## src/rtl/mips_gpio_pkg.sv

```systemverilog
// Shared register-map offsets and reset values for the MIPS GPIO port.
package mips_gpio_pkg;

  typedef enum logic [2:0] {
    GPIO_OUT  = 3'd0,
    GPIO_SET  = 3'd1,
    GPIO_CLR  = 3'd2,
    GPIO_TGL  = 3'd3,
    GPIO_IN   = 3'd4,
    GPIO_EDGE = 3'd5,
    GPIO_IE   = 3'd6,
    GPIO_RSVD = 3'd7
  } gpio_reg_e;

  // Reset values; sliced down to GPIO_WIDTH at the use site.
  localparam logic [31:0] OUT_RST   = 32'h0;
  localparam logic [31:0] EDGE_RST  = 32'h0;
  localparam logic [31:0] IE_RST    = 32'h0;
  localparam logic [31:0] SYNC_RST  = 32'h0;
  localparam logic [31:0] RDATA_RST = 32'h0;

endpackage

```

## src/rtl/mips_gpio_if.sv

```systemverilog
// Core-side load/store bus into the GPIO port.
interface mips_gpio_if #(
  parameter int DATA_WIDTH = 32,
  parameter int ADDR_WIDTH = 8
) ();
  logic                  wr_en;
  logic                  rd_en;
  logic [ADDR_WIDTH-1:0] addr;
  logic [DATA_WIDTH-1:0] wdata;
  logic [DATA_WIDTH-1:0] rdata;
  logic                  rd_valid;

  modport master (output wr_en, rd_en, addr, wdata, input rdata, rd_valid);
  modport slave  (input wr_en, rd_en, addr, wdata, output rdata, rd_valid);
endinterface

```

## src/rtl/mips_gpio_port_in_sync.sv

```systemverilog
// Two-flop input synchronizer plus previous-sample register for rising-edge detect.
module gpio_in_sync
  import mips_gpio_pkg::*;
#(
  parameter int GPIO_WIDTH = 8
) (
  input  logic                  clk,
  input  logic                  reset,
  input  logic [GPIO_WIDTH-1:0] gpio_in,
  output logic [GPIO_WIDTH-1:0] sync,
  output logic [GPIO_WIDTH-1:0] rise
);
  logic [GPIO_WIDTH-1:0] sync1, sync2, prev;

  always_ff @(posedge clk) begin
    if (reset) begin
      sync1 <= SYNC_RST[GPIO_WIDTH-1:0];
      sync2 <= SYNC_RST[GPIO_WIDTH-1:0];
      prev  <= SYNC_RST[GPIO_WIDTH-1:0];
    end else begin
      sync1 <= gpio_in;
      sync2 <= sync1;
      prev  <= sync2;
    end
  end

  assign sync = sync2;
  assign rise = sync2 & ~prev;
endmodule

```

## src/rtl/mips_gpio_port.sv

```systemverilog
// Memory-mapped GPIO: output register with set/clr/toggle aliases, synchronized
// inputs, sticky W1C rising-edge flags and a masked edge interrupt.
module mips_gpio_port
  import mips_gpio_pkg::*;
#(
  parameter int DATA_WIDTH = 32,
  parameter int ADDR_WIDTH = 8,
  parameter int GPIO_WIDTH = 8
) (
  input  logic                  clk,
  input  logic                  reset,
  mips_gpio_if.slave            bus,
  input  logic [GPIO_WIDTH-1:0] gpio_in,
  output logic [GPIO_WIDTH-1:0] gpio_data_out,
  output logic                  edge_irq
);
  logic [GPIO_WIDTH-1:0] out_q, edge_q, ie_q;
  logic [GPIO_WIDTH-1:0] out_next, edge_next, ie_next, clr_mask;
  logic [GPIO_WIDTH-1:0] in_sync, rise, wdat, rd_val;
  logic [DATA_WIDTH-1:0] rd_word, rdata_q;
  logic                  rd_valid_q, irq_q, hit, wr;
  gpio_reg_e             reg_sel;
  logic                  unused_bits;

  gpio_in_sync #(.GPIO_WIDTH(GPIO_WIDTH)) u_sync (
    .clk     (clk),
    .reset   (reset),
    .gpio_in (gpio_in),
    .sync    (in_sync),
    .rise    (rise)
  );

  assign hit         = (bus.addr[ADDR_WIDTH-1:5] == '0);
  assign reg_sel     = gpio_reg_e'(bus.addr[4:2]);
  assign wdat        = bus.wdata[GPIO_WIDTH-1:0];
  assign wr          = bus.wr_en & hit;
  assign unused_bits = ^{bus.wdata[DATA_WIDTH-1:GPIO_WIDTH], bus.addr[1:0]};

  always_comb begin
    out_next = out_q;
    ie_next  = ie_q;
    clr_mask = '0;
    if (wr) begin
      case (reg_sel)
        GPIO_OUT:  out_next = wdat;
        GPIO_SET:  out_next = out_q | wdat;
        GPIO_CLR:  out_next = out_q & ~wdat;
        GPIO_TGL:  out_next = out_q ^ wdat;
        GPIO_EDGE: clr_mask = wdat;
        GPIO_IE:   ie_next  = wdat;
        default:   ;
      endcase
    end
    // A rise landing with a W1C of the same bit keeps the flag set.
    edge_next = (edge_q & ~clr_mask) | rise;
  end

  // Reads see pre-write register state, so a same-cycle store is not visible.
  always_comb begin
    rd_val = '0;
    if (hit) begin
      case (reg_sel)
        GPIO_OUT, GPIO_SET, GPIO_CLR, GPIO_TGL: rd_val = out_q;
        GPIO_IN:   rd_val = in_sync;
        GPIO_EDGE: rd_val = edge_q;
        GPIO_IE:   rd_val = ie_q;
        default:   rd_val = '0;
      endcase
    end
    rd_word = '0;
    rd_word[GPIO_WIDTH-1:0] = rd_val;
  end

  always_ff @(posedge clk) begin
    if (reset) begin
      out_q      <= OUT_RST[GPIO_WIDTH-1:0];
      edge_q     <= EDGE_RST[GPIO_WIDTH-1:0];
      ie_q       <= IE_RST[GPIO_WIDTH-1:0];
      rdata_q    <= RDATA_RST[DATA_WIDTH-1:0];
      rd_valid_q <= 1'b0;
      irq_q      <= 1'b0;
    end else begin
      out_q      <= out_next;
      edge_q     <= edge_next;
      ie_q       <= ie_next;
      rd_valid_q <= bus.rd_en;
      irq_q      <= |(edge_next & ie_next);
      if (bus.rd_en) rdata_q <= rd_word;
    end
  end

  assign bus.rdata     = rdata_q;
  assign bus.rd_valid  = rd_valid_q;
  assign gpio_data_out = out_q;
  assign edge_irq      = irq_q;
endmodule
```

## src/flat_wrapper.sv

```systemverilog
// flat-port wrapper written by rule: the top's interface ports become plain ports
module mips_gpio_port_flat import mips_gpio_pkg::*;
#(
  parameter int DATA_WIDTH = 32,
  parameter int ADDR_WIDTH = 8,
  parameter int GPIO_WIDTH = 8
)
  (clk, reset, gpio_in, gpio_data_out, edge_irq, bus_wr_en, bus_rd_en, bus_addr, bus_wdata, bus_rdata, bus_rd_valid);
  mips_gpio_if #(.DATA_WIDTH(DATA_WIDTH), .ADDR_WIDTH(ADDR_WIDTH)) bus_i ();
  input  logic clk;
  input  logic reset;
  input  logic [GPIO_WIDTH-1:0] gpio_in;
  output logic [GPIO_WIDTH-1:0] gpio_data_out;
  output logic edge_irq;
  input wire logic [$bits(bus_i.wr_en)-1:0] bus_wr_en;
  input wire logic [$bits(bus_i.rd_en)-1:0] bus_rd_en;
  input wire logic [$bits(bus_i.addr)-1:0] bus_addr;
  input wire logic [$bits(bus_i.wdata)-1:0] bus_wdata;
  output wire logic [$bits(bus_i.rdata)-1:0] bus_rdata;
  output wire logic [$bits(bus_i.rd_valid)-1:0] bus_rd_valid;
  assign bus_i.wr_en = bus_wr_en;
  assign bus_i.rd_en = bus_rd_en;
  assign bus_i.addr = bus_addr;
  assign bus_i.wdata = bus_wdata;
  assign bus_rdata = bus_i.rdata;
  assign bus_rd_valid = bus_i.rd_valid;
  mips_gpio_port #(.DATA_WIDTH(DATA_WIDTH), .ADDR_WIDTH(ADDR_WIDTH), .GPIO_WIDTH(GPIO_WIDTH)) u_core (.clk(clk), .reset(reset), .bus(bus_i), .gpio_in(gpio_in), .gpio_data_out(gpio_data_out), .edge_irq(edge_irq));
endmodule
```

## config.mk

```make
export PLATFORM = sky130hd
export DESIGN_NAME = mips_gpio_port_flat
export DESIGN_NICKNAME = d
export VERILOG_FILES = /design/src/rtl/mips_gpio_pkg.sv /design/src/rtl/mips_gpio_if.sv /design/src/rtl/mips_gpio_port_in_sync.sv /design/src/rtl/mips_gpio_port.sv /design/src/flat_wrapper.sv
export SDC_FILE = /design/constraint.sdc
export NUM_CORES = 1
export LEC_CHECK = 0
export BUFFER_PORTS_ARGS = -buffer_cell sky130_fd_sc_hd__clkbuf_2
export CORE_ASPECT_RATIO = 1.25
export CORE_MARGIN = 10
export CORE_UTILIZATION = 55
export DETAILED_ROUTE_END_ITERATION = 12
export PLACE_DENSITY_LB_ADDON = 0.1
export SLEW_MARGIN = 20
export SYNTH_ARGS = -nofsm -noshare
export SYNTH_HDL_FRONTEND = slang
export SYNTH_HIERARCHICAL = 1
export SYNTH_SLANG_ARGS = --single-unit
```

## constraint.sdc

```tcl
create_clock -name clk -period 3.6 [get_ports clk]
set_input_delay 0.18 -clock clk [delete_from_list [all_inputs] [get_ports clk]]
set_output_delay 0.18 -clock clk [all_outputs]
set_load 0.01 [all_outputs]
```

==> results.yml, run 1 <==
sta:
  tightest_slew_ns: 0.690
  rsz0062_at_grt: "false"
  setup_viol_count_final: 0
  fin_crit_ns: 1.99
  finClkSkew_ns: 0.00552
  slew_violations: 0
  setup_ws_ns: 1.61
  maxSlewHeadroom_pct: 54.0
  hold_ws_ns: 0.0667
  max_freq_mhz: 502
  final-hold-violation-count: 0
  setup_tns_ns: 0
  fin_crit_sh_pct: 55.4
detailed_routing:
  ant_nets: 0
  num_vias: 2208
  vias_per_cell: 5.13
  firstDrtPassIters: 4
  avgRoutedWirePerCell_um: 15.0
  drc: 0
  routed_wl_mm: 6.47
  drt-initial-drc-count: 143
yosys:
  synth_area_leaders: "dfxtp_1, ha_1, buf_4"
  synth-async-reset-ratio_pct: 0
  synth_top_area_cell: "dfxtp_1"
  ys_seq_elements: 58
  synth_top_area_share_pct: 40.0
  avgSynthCellArea_um2: 8.80
  yosysWarnings: 6
  netlist_area_um2: 2910
  synth_most_common_cell: "dfxtp_1"
  synth_cell_type_count: 29
  synth_edf_count: 0
  synthCells: 330
  ys_seq_area_share_pct: 40.0
  synthTopCellsByCount: "dfxtp_1, a21oi_1, nor2_1"
  ys.flop_type: "dfxtp_1"
global_route:
  grt_pass1_wl_mm: 10.6
  antenna_found_initial: 0
  grt_overflow: 0
  track_usage_pct: 15.1
  grt_pass1_vias: 2183
  gr-usage-met2_pct: 25.3
  grt_max_degree: 33
  grt_use_met3_pct: 4.90
  busiest_layer: "met2"
  grt.met1_usage_pct: 17.1
final_layout:
  design_area_um2: 3190
  multi_input_area_um2: 1440
  nets: 432
  regArea_um2: 1160
  syn2layout_area_growth_pct: 9.65
  drive_gt1_share_pct: 20.1
  nFillCells: 478
  antenna_cells: 0
floorplanning:
  io_pins: 94
  initial_utilization_pct: 56.8
  fp.dieH_um: 101
  die_w_um: 85.0
  design.die.area_um2: 8610
  core-area_um2: 5120
  fp-row-count: 29
power:
  pwr_density_cell_nw_per_um2: 426
  p_switching_mw: 0.317
  peakVddDrop_mv: 0.405
  leakage_nw: 1.42
  p_seq_share_pct: 49.3
  pwr-share-clk_pct: 41.3
  netSwitchingFraction_pct: 23.4
  p_comb_share_pct: 9.5
  p_int_mw: 1.04
critical_path:
  cp_slowest_cell: "and3b_1"
  critPathTopFamily: "simple AND/OR/NAND/NOR gates"
  crit_chain: "clkbuf_2 > and3b_1 > nand3_1 > a21oi_1 > o22ai_1 > o41a_1"
  cp_data_required_time_ns: 3.79
  cp-end-kind: "register"
  crit_arrival_ns: 2.19
  cp_max_fo: 29
  critPathKind: "input port to register"
  start_kind: "input port"
  slowest_delay_ns: 0.64
  crit_buf_inv: 1
clock_network:
  cts_inserted_buffers: 9
  postCtsSetupBuffers: 0
  clockBufferDepth: 2
  clock_latency_ns: 0.32
  root_buffer: "clkbuf_8"
  cts_tree: "done"
  cts_hold_buf: 0
  cts_sinks: 58
  cts_resized: 0
  clk_pin_slew_ns: 0.06
  htree_levels: 3
place:
  io_buffers: 43
  dp_slack_ns: 1.29
  detailed_place_hpwl_mm: 4.66
  placed_area_um2: 3000
  globalplace.congestion: 0.794
run:
  cap_violations: 0
min_path:
  hp-class: "input port to register"
status:
  status: "finished, final reports clean"
per-layer routing:
layer	wire [um]	share of wire, %	vias up
met5	0	0	-
met4	51	0.79	0
met3	472	7.3	4
met2	3240	50	63
met1	2700	42	1021
li1	-	-	1120
power by group through the flow:
stage | clock network, mW | registers (mW) | logic, mW
2_1_floorplan | 0 | 0.681 | 0.110
3_3_place_gp | 0 | 0.682 | 0.124
3_5_place_dp | 0 | 0.682 | 0.127
4_1_cts | 0.575 | 0.668 | 0.128
5_1_grt | 0.604 | 0.670 | 0.145
6_report | 0.560 | 0.668 | 0.128
final timing paths:
check	from	to	slack, ns	depth (start not counted)
setup reg to reg	u_core/gpio_data_out[6]	u_core/gpio_data_out[6]	2.15	6
setup / recovery	bus_addr[4]	u_core/edge_irq	1.61	6
hold reg to reg	u_core/u_sync/sync1[7]	u_core/u_sync/sync[7]	0.43	1
hold / removal	gpio_in[7]	u_core/u_sync/sync1[7]	0.07	2
state kept, by name, indices dropped and copies added, names as in the netlist:
name                  cells
u_core/bus.rd_valid       1
u_core/bus.rdata          8
u_core/edge_irq           1
u_core/edge_q             8
u_core/gpio_data_out      8
u_core/ie_q               8
u_core/u_sync/prev        8
u_core/u_sync/sync        8
u_core/u_sync/sync1       8
per-stage QoR:
stage	std cells	power (mW)	util, %
after floorplan	353	0.792	-
after global placement	415	0.806	58.6
after detailed placement	415	0.809	58.6
after CTS	430	1.37	62.3
after global routing	430	1.42	62.3
final	430	1.36	62.3
cells by family after synthesis:
group	share of synthesized area (%)
buf+inv	13.4
fa+ha+maj	6.89
other cells	0.129
flops	40.0
mux	5.17
compound gates	14.0
simple gates	20.4
layout make-up:
| cell class | count | share of cell area, % |
|---|---|---|
| Sequential cell | 58 | 36.4 |
| Multi-Input combinational cell | 226 | 45.2 |
| Clock buffer | 12 | 4.56 |
| Timing Repair Buffer | 45 | 7.23 |
| Clock inverter | 3 | 1.26 |
| Tap cell | 62 | 2.44 |
| Inverter | 24 | 2.83 |
layout by cell type (no fill, tap or decap), types with 10 or more instances in the layout:
| master | n |
|---|---|
| a21oi_1 | 33 |
| clkbuf_2 | 43 |
| clkbuf_8 | 10 |
| conb_1 | 24 |
| dfxtp_1 | 58 |
| ha_1 | 16 |
| inv_1 | 24 |
| mux2i_1 | 15 |
| nand2_1 | 17 |
| nor2_1 | 33 |
| nor2b_1 | 24 |
| nor2b_2 | 14 |
| o22ai_1 | 12 |
Power figures use the tool's default switching activity.
==> run 2: changes to the inputs <==
- ABC_AREA: default -> 1
- CORE_UTILIZATION: 55 -> 51
- clock period: 3.6 -> 2 ns (I/O delays scaled with it)
==> results.yml, run 2 <==
detailed_routing:
  drt-initial-drc-count: 118
  firstDrtPassIters: 4
  ant_nets: 0
  avgRoutedWirePerCell_um: 12.6
  drc: 0
  vias_per_cell: 4.73
  num_vias: 2505
  routed_wl_mm: 6.66
clock_network:
  cts_tree: "done"
  postCtsSetupBuffers: 0
  clk_pin_slew_ns: 0.07
  htree_levels: 3
  cts_inserted_buffers: 9
  clock_latency_ns: 0.34
  cts_sinks: 58
  clockBufferDepth: 2
  cts_resized: 0
  root_buffer: "clkbuf_8"
critical_path:
  rr_endpoint: "u_core/gpio_data_out[5]"
  r2r_start: "u_core/gpio_data_out[5]"
  critPathKind: "register to register"
  cp_slowest_cell: "dfxtp_1"
  rrSetupSlack_ns: 0.63
  cp_max_fo: 4
  crit_chain: "inv_1 > ha_1 > a22oi_1 > o221ai_1 > nand2_1 > a21oi_1"
  cp_data_required_time_ns: 2.20
  rr_worst_depth: 6
  start_kind: "register"
  cp-end-kind: "register"
  crit_arrival_ns: 1.57
  crit_start: "u_core/gpio_data_out[5]"
  crit_end: "u_core/gpio_data_out[5]"
  slowest_delay_ns: 0.39
sta:
  final-hold-violation-count: 0
  fin_crit_sh_pct: 68.3
  setup_tns_ns: 0
  tightest_slew_ns: 0.575
  rsz0062_at_grt: "false"
  hold_ws_ns: 0.0412
  slew_violations: 0
  max_freq_mhz: 732
  fin_crit_ns: 1.37
  maxSlewHeadroom_pct: 61.7
  setup_viol_count_final: 0
  finClkSkew_ns: 0.00723
final_layout:
  syn2layout_area_growth_pct: 15.5
  multi_input_area_um2: 1400
  regArea_um2: 1160
  nFillCells: 530
  drive_gt1_share_pct: 16.5
  layout_common_cells: "nand2_1, dfxtp_1, inv_1"
  final-instance-count-excl-fill: 530
  antenna_cells: 0
  design_area_um2: 3370
  nets: 529
  layout_commonest_cell: "nand2_1"
place:
  detailed_place_hpwl_mm: 5.00
  placed_area_um2: 3100
  globalplace.congestion: 0.855
  io_buffers: 43
  dpl.cell_count: 506
yosys:
  synth_top_area_cell: "dfxtp_1"
  synthCells: 404
  netlist_area_um2: 2920
  synthTopCellsByCount: "nand2_1, dfxtp_1, inv_1"
  synth_cell_type_count: 28
  synth_edf_count: 0
  ys_seq_area_share_pct: 39.7
  yosysWarnings: 6
  avgSynthCellArea_um2: 7.23
  synth-async-reset-ratio_pct: 0
  synth_most_common_cell: "nand2_1"
  ys_seq_elements: 58
  ys.flop_type: "dfxtp_1"
  synth_area_leaders: "dfxtp_1, nand2_1, ha_1"
  synth_top_area_share_pct: 39.7
status:
  status: "finished, final reports clean"
floorplanning:
  fp.dieH_um: 105
  die_w_um: 87.7
  design.die.area_um2: 9180
  core-area_um2: 5480
  io_pins: 94
  fp-row-count: 30
  initial_utilization_pct: 53.3
global_route:
  grt_pass1_wl_mm: 10.9
  grt_use_met3_pct: 3.96
  busiest_layer: "met2"
  antenna_found_initial: 0
  grt_max_degree: 59
  gr-usage-met2_pct: 24.0
  grt_pass1_vias: 2365
  grt.met1_usage_pct: 16.7
  track_usage_pct: 14.6
  grt_overflow: 0
power:
  peakVddDrop_mv: 0.552
  total_power_mw: 2.44
  pwr_density_cell_nw_per_um2: 722
  leakage_nw: 1.61
run:
  cap_violations: 0
min_path:
  hp-class: "input port to register"
-- run 2: changes by cell type after synthesis, sizes merged, moves of 6 or more --
cell | previous run | this run
a221o | 8 | 0
clkbuf | 13 | 4
nand2 | 17 | 123
nor2b | 38 | 0
o2111ai | 0 | 8
a22oi | 0 | 6
mux2i | 15 | 0
nor2 | 33 | 51
o22ai | 12 | 0
inv | 24 | 56
-- run 2: worst min-delay path by stage --
stage	cells after the start	slack, ns	to	startpoint
6_report	3	0.04	u_core/ie_q[5]	bus_wdata[5]
3_5_place_dp	3	0.30	u_core/u_sync/sync1[1]	gpio_in[1]
5_1_grt	3	0.03	u_core/ie_q[5]	bus_wdata[5]
2_1_floorplan	1	0.17	u_core/u_sync/sync1[5]	reset
4_1_cts	3	0.02	u_core/ie_q[5]	bus_wdata[5]
3_3_place_gp	3	0.29	u_core/u_sync/sync1[1]	gpio_in[1]
-- run 2: timing repair --
item | in CTS | in global routing
setup endpoints to repair | 0 | 0
endpoints found under the hold margin | 8 | 0
hold buffers | 8 | 0
-- run 2: cell type report --
type,count,share of cell area [%]
Multi-Input combinational cell,280,41.6
Clock buffer,12,4.89
Inverter,57,6.34
Tap cell,64,2.37
Clock inverter,4,0.742
Timing Repair Buffer,55,9.64
Sequential cell,58,34.4
-- run 2: report_power, final --
| part | internal (mW) | total (mW) | switching [mW] | leakage, nW |
|---|---|---|---|---|
| logic | 0.0798 | 0.232 | 0.152 | 1.05 |
| clock network | 0.546 | 1.01 | 0.460 | 0.0944 |
| registers | 1.19 | 1.20 | 0.0127 | 0.473 |
-- run 2: cells by family after synthesis --
kind of cell / after synthesis / share of synthesized area, %
AOI/OAI and AO/OA: 60 / 12.9
adders and majority gates: 16 / 6.85
buffers and inverters: 89 / 15.2
DFF: 58 / 39.7
other: 1 / 0.128
and+or+nand+nor: 180 / 25.2
-- run 2: per-layer routing --
metal / wire length, um / up-vias
met2: 3320 / 69
li1: - / 1337
met4: 140 / 0
met1: 2770 / 1087
met3: 423 / 12
met5: 0 / -
-- run 2: per-stage QoR --
stage	worst slack (ns)	util, %
after floorplan	0.725	-
after global placement	0.480	56.6
after detailed placement	0.467	56.6
after CTS	0.638	61.6
after global routing	0.441	61.6
final	0.634	61.6
-- run 2: worst max-delay path: cells and delay by family, from the launching register on --
kind | cells | cell delay [ns]
flip-flops | 1 | 0.39
AND/OR/NAND/NOR | 1 | 0.08
adder cells (fa/ha/maj) | 1 | 0.30
buffers and inverters | 1 | 0.08
AO/OA/AOI/OAI | 3 | 0.39
==> run 3: changes to the inputs <==
- CORE_UTILIZATION: 51 -> 46
- clock period: 2 -> 1.15 ns (I/O delays scaled with it)
==> results.yml, run 3 (synthesized netlist as in run 2, its figures left out) <==
critical_path:
  cp-end-kind: "register"
  start_kind: "register"
  cp_data_required_time_ns: 1.37
  crit_chain: "inv_4 > ha_4 > a22oi_2 > o221ai_2 > nand2_1 > a21oi_1"
  cp_max_fo: 4
  critPathKind: "register to register"
  crit_buf_inv: 1
  rr_worst_depth: 6
  cp_slowest_cell: "dfxtp_4"
  crit_arrival_ns: 1.40
  cp.depth: 6
  critPathTopFamily: "flip-flops"
  rrSetupSlack_ns: -0.03
  slowest_delay_ns: 0.37
sta:
  slew_violations: 0
  rsz0062_at_grt: "true"
  setup_viol_count_final: 3
  max_freq_mhz: 849
  setup_ws_ns: -0.0280
  final-hold-violation-count: 0
  finClkSkew_ns: 0.0110
  hold_ws_ns: 0.0110
  fin_crit_ns: 1.18
  fin_crit_sh_pct: 102
power:
  p_seq_share_pct: 46.4
  leakage_nw: 1.82
  peakVddDrop_mv: 1.02
  netSwitchingFraction_pct: 26.1
  pwr_density_cell_nw_per_um2: 1140
  p_int_mw: 3.30
  p_comb_share_pct: 12.1
  p_switching_mw: 1.17
  pwr-share-clk_pct: 41.4
global_route:
  antenna_found_initial: 0
  grt_pass1_vias: 2593
  track_usage_pct: 15.0
  grt_overflow: 0
  grt_max_degree: 59
  grt_pass1_wl_mm: 12.3
run:
  cap_violations: 0
detailed_routing:
  firstDrtPassIters: 4
  num_vias: 2694
  drt-initial-drc-count: 127
  ant_nets: 0
  drc: 0
  vias_per_cell: 4.61
  top_layer: "met4"
  dr_wl_met3_um: 358
  routed_wl_mm: 7.67
  avgRoutedWirePerCell_um: 13.1
  met2_length_mm: 4.03
  wirelength_met1_mm: 3.18
place:
  globalplace.congestion: 0.865
  placed_area_um2: 3440
  io_buffers: 43
  dp_slack_ns: -0.166
  dpl.cell_count: 555
  detailed_place_hpwl_mm: 5.55
floorplanning:
  design.die.area_um2: 9960
  core-area_um2: 6170
  fp.dieH_um: 109
  fp-row-count: 32
  die_w_um: 91.3
  initial_utilization_pct: 47.4
  io_pins: 94
min_path:
  hold_path_depth: 3
  hp-class: "input port to register"
final_layout:
  drive_gt1_share_pct: 30.6
  final-instance-count-excl-fill: 585
  nets: 563
  design_area_um2: 3940
  antenna_cells: 0
  layout_common_cells: "nand2_1, dfxtp_1, nor2_1"
  syn2layout_area_growth_pct: 34.7
  layout_commonest_cell: "nand2_1"
status:
  violations: "negative setup slack"
  status: "finished with violations"
clock_network:
  clk_pin_slew_ns: 0.07
  cts_sinks: 58
  clockBufferDepth: 2
  cts_tree: "done"
  clock_latency_ns: 0.35
  htree_levels: 3
  cts_inserted_buffers: 9
  root_buffer: "clkbuf_8"
-- run 3: worst register-to-register path: stages (launching register included) --
cell	delay, ns
dfxtp_4	0.37
inv_4	0.04
ha_4	0.21
a22oi_2	0.17
o221ai_2	0.11
nand2_1	0.09
a21oi_1	0.06
-- run 3: worst paths after layout --
| path | startpoint | to |
|---|---|---|
| worst max register to register | u_core/gpio_data_out[3] | u_core/gpio_data_out[3] |
| worst min-delay path | bus_wdata[2] | u_core/ie_q[2] |
| worst min register to register | u_core/u_sync/sync1[2] | u_core/u_sync/sync[2] |
| worst max-delay path | u_core/gpio_data_out[3] | u_core/gpio_data_out[3] |
-- run 3: per-stage QoR --
stage               utilization [%]  power, mW  TNS, ns
floorplan                         -       2.45  -0.0282
global placement               55.8       2.56   -0.459
detailed placement             55.8       2.58   -0.545
CTS                            62.0       4.46  -0.0161
global route                   63.9       4.68   -0.368
finish                         63.9       4.47  -0.0435
-- run 3: repair_timing --
item	in CTS	in global routing
gates resized for setup	12	22
setup endpoints to repair	5	11
pin swaps	5	13
setup buffers	3	0
hold buffers	10	0
gates cloned	0	1
endpoints found under the hold margin	10	0
-- run 3: cell type report --
type / count / area (um2)
Clock buffer: 13 / 180
Tap cell: 85 / 106
Timing Repair Buffer: 88 / 594
Sequential cell: 58 / 1190
Fill cell: 602 / 2230
Multi-Input combinational cell: 281 / 1620
Inverter: 57 / 229
Clock inverter: 3 / 18.8
-- run 3: metal layers --
layer	up-vias	global-route usage, %
met4	0	5.04
met1	1215	16.6
met2	56	26.6
met5	-	0
met3	9	5.09
li1	1414	-
-- run 3: power groups by stage --
stage                     Combinational [mW]  Clock [mW]  Sequential [mW]
after global routing                   0.605        1.99             2.08
after floorplan                        0.335           0             2.12
final                                  0.543        1.85             2.08
after CTS                              0.496        1.89             2.08
after detailed placement               0.455           0             2.12
after global placement                 0.446           0             2.12
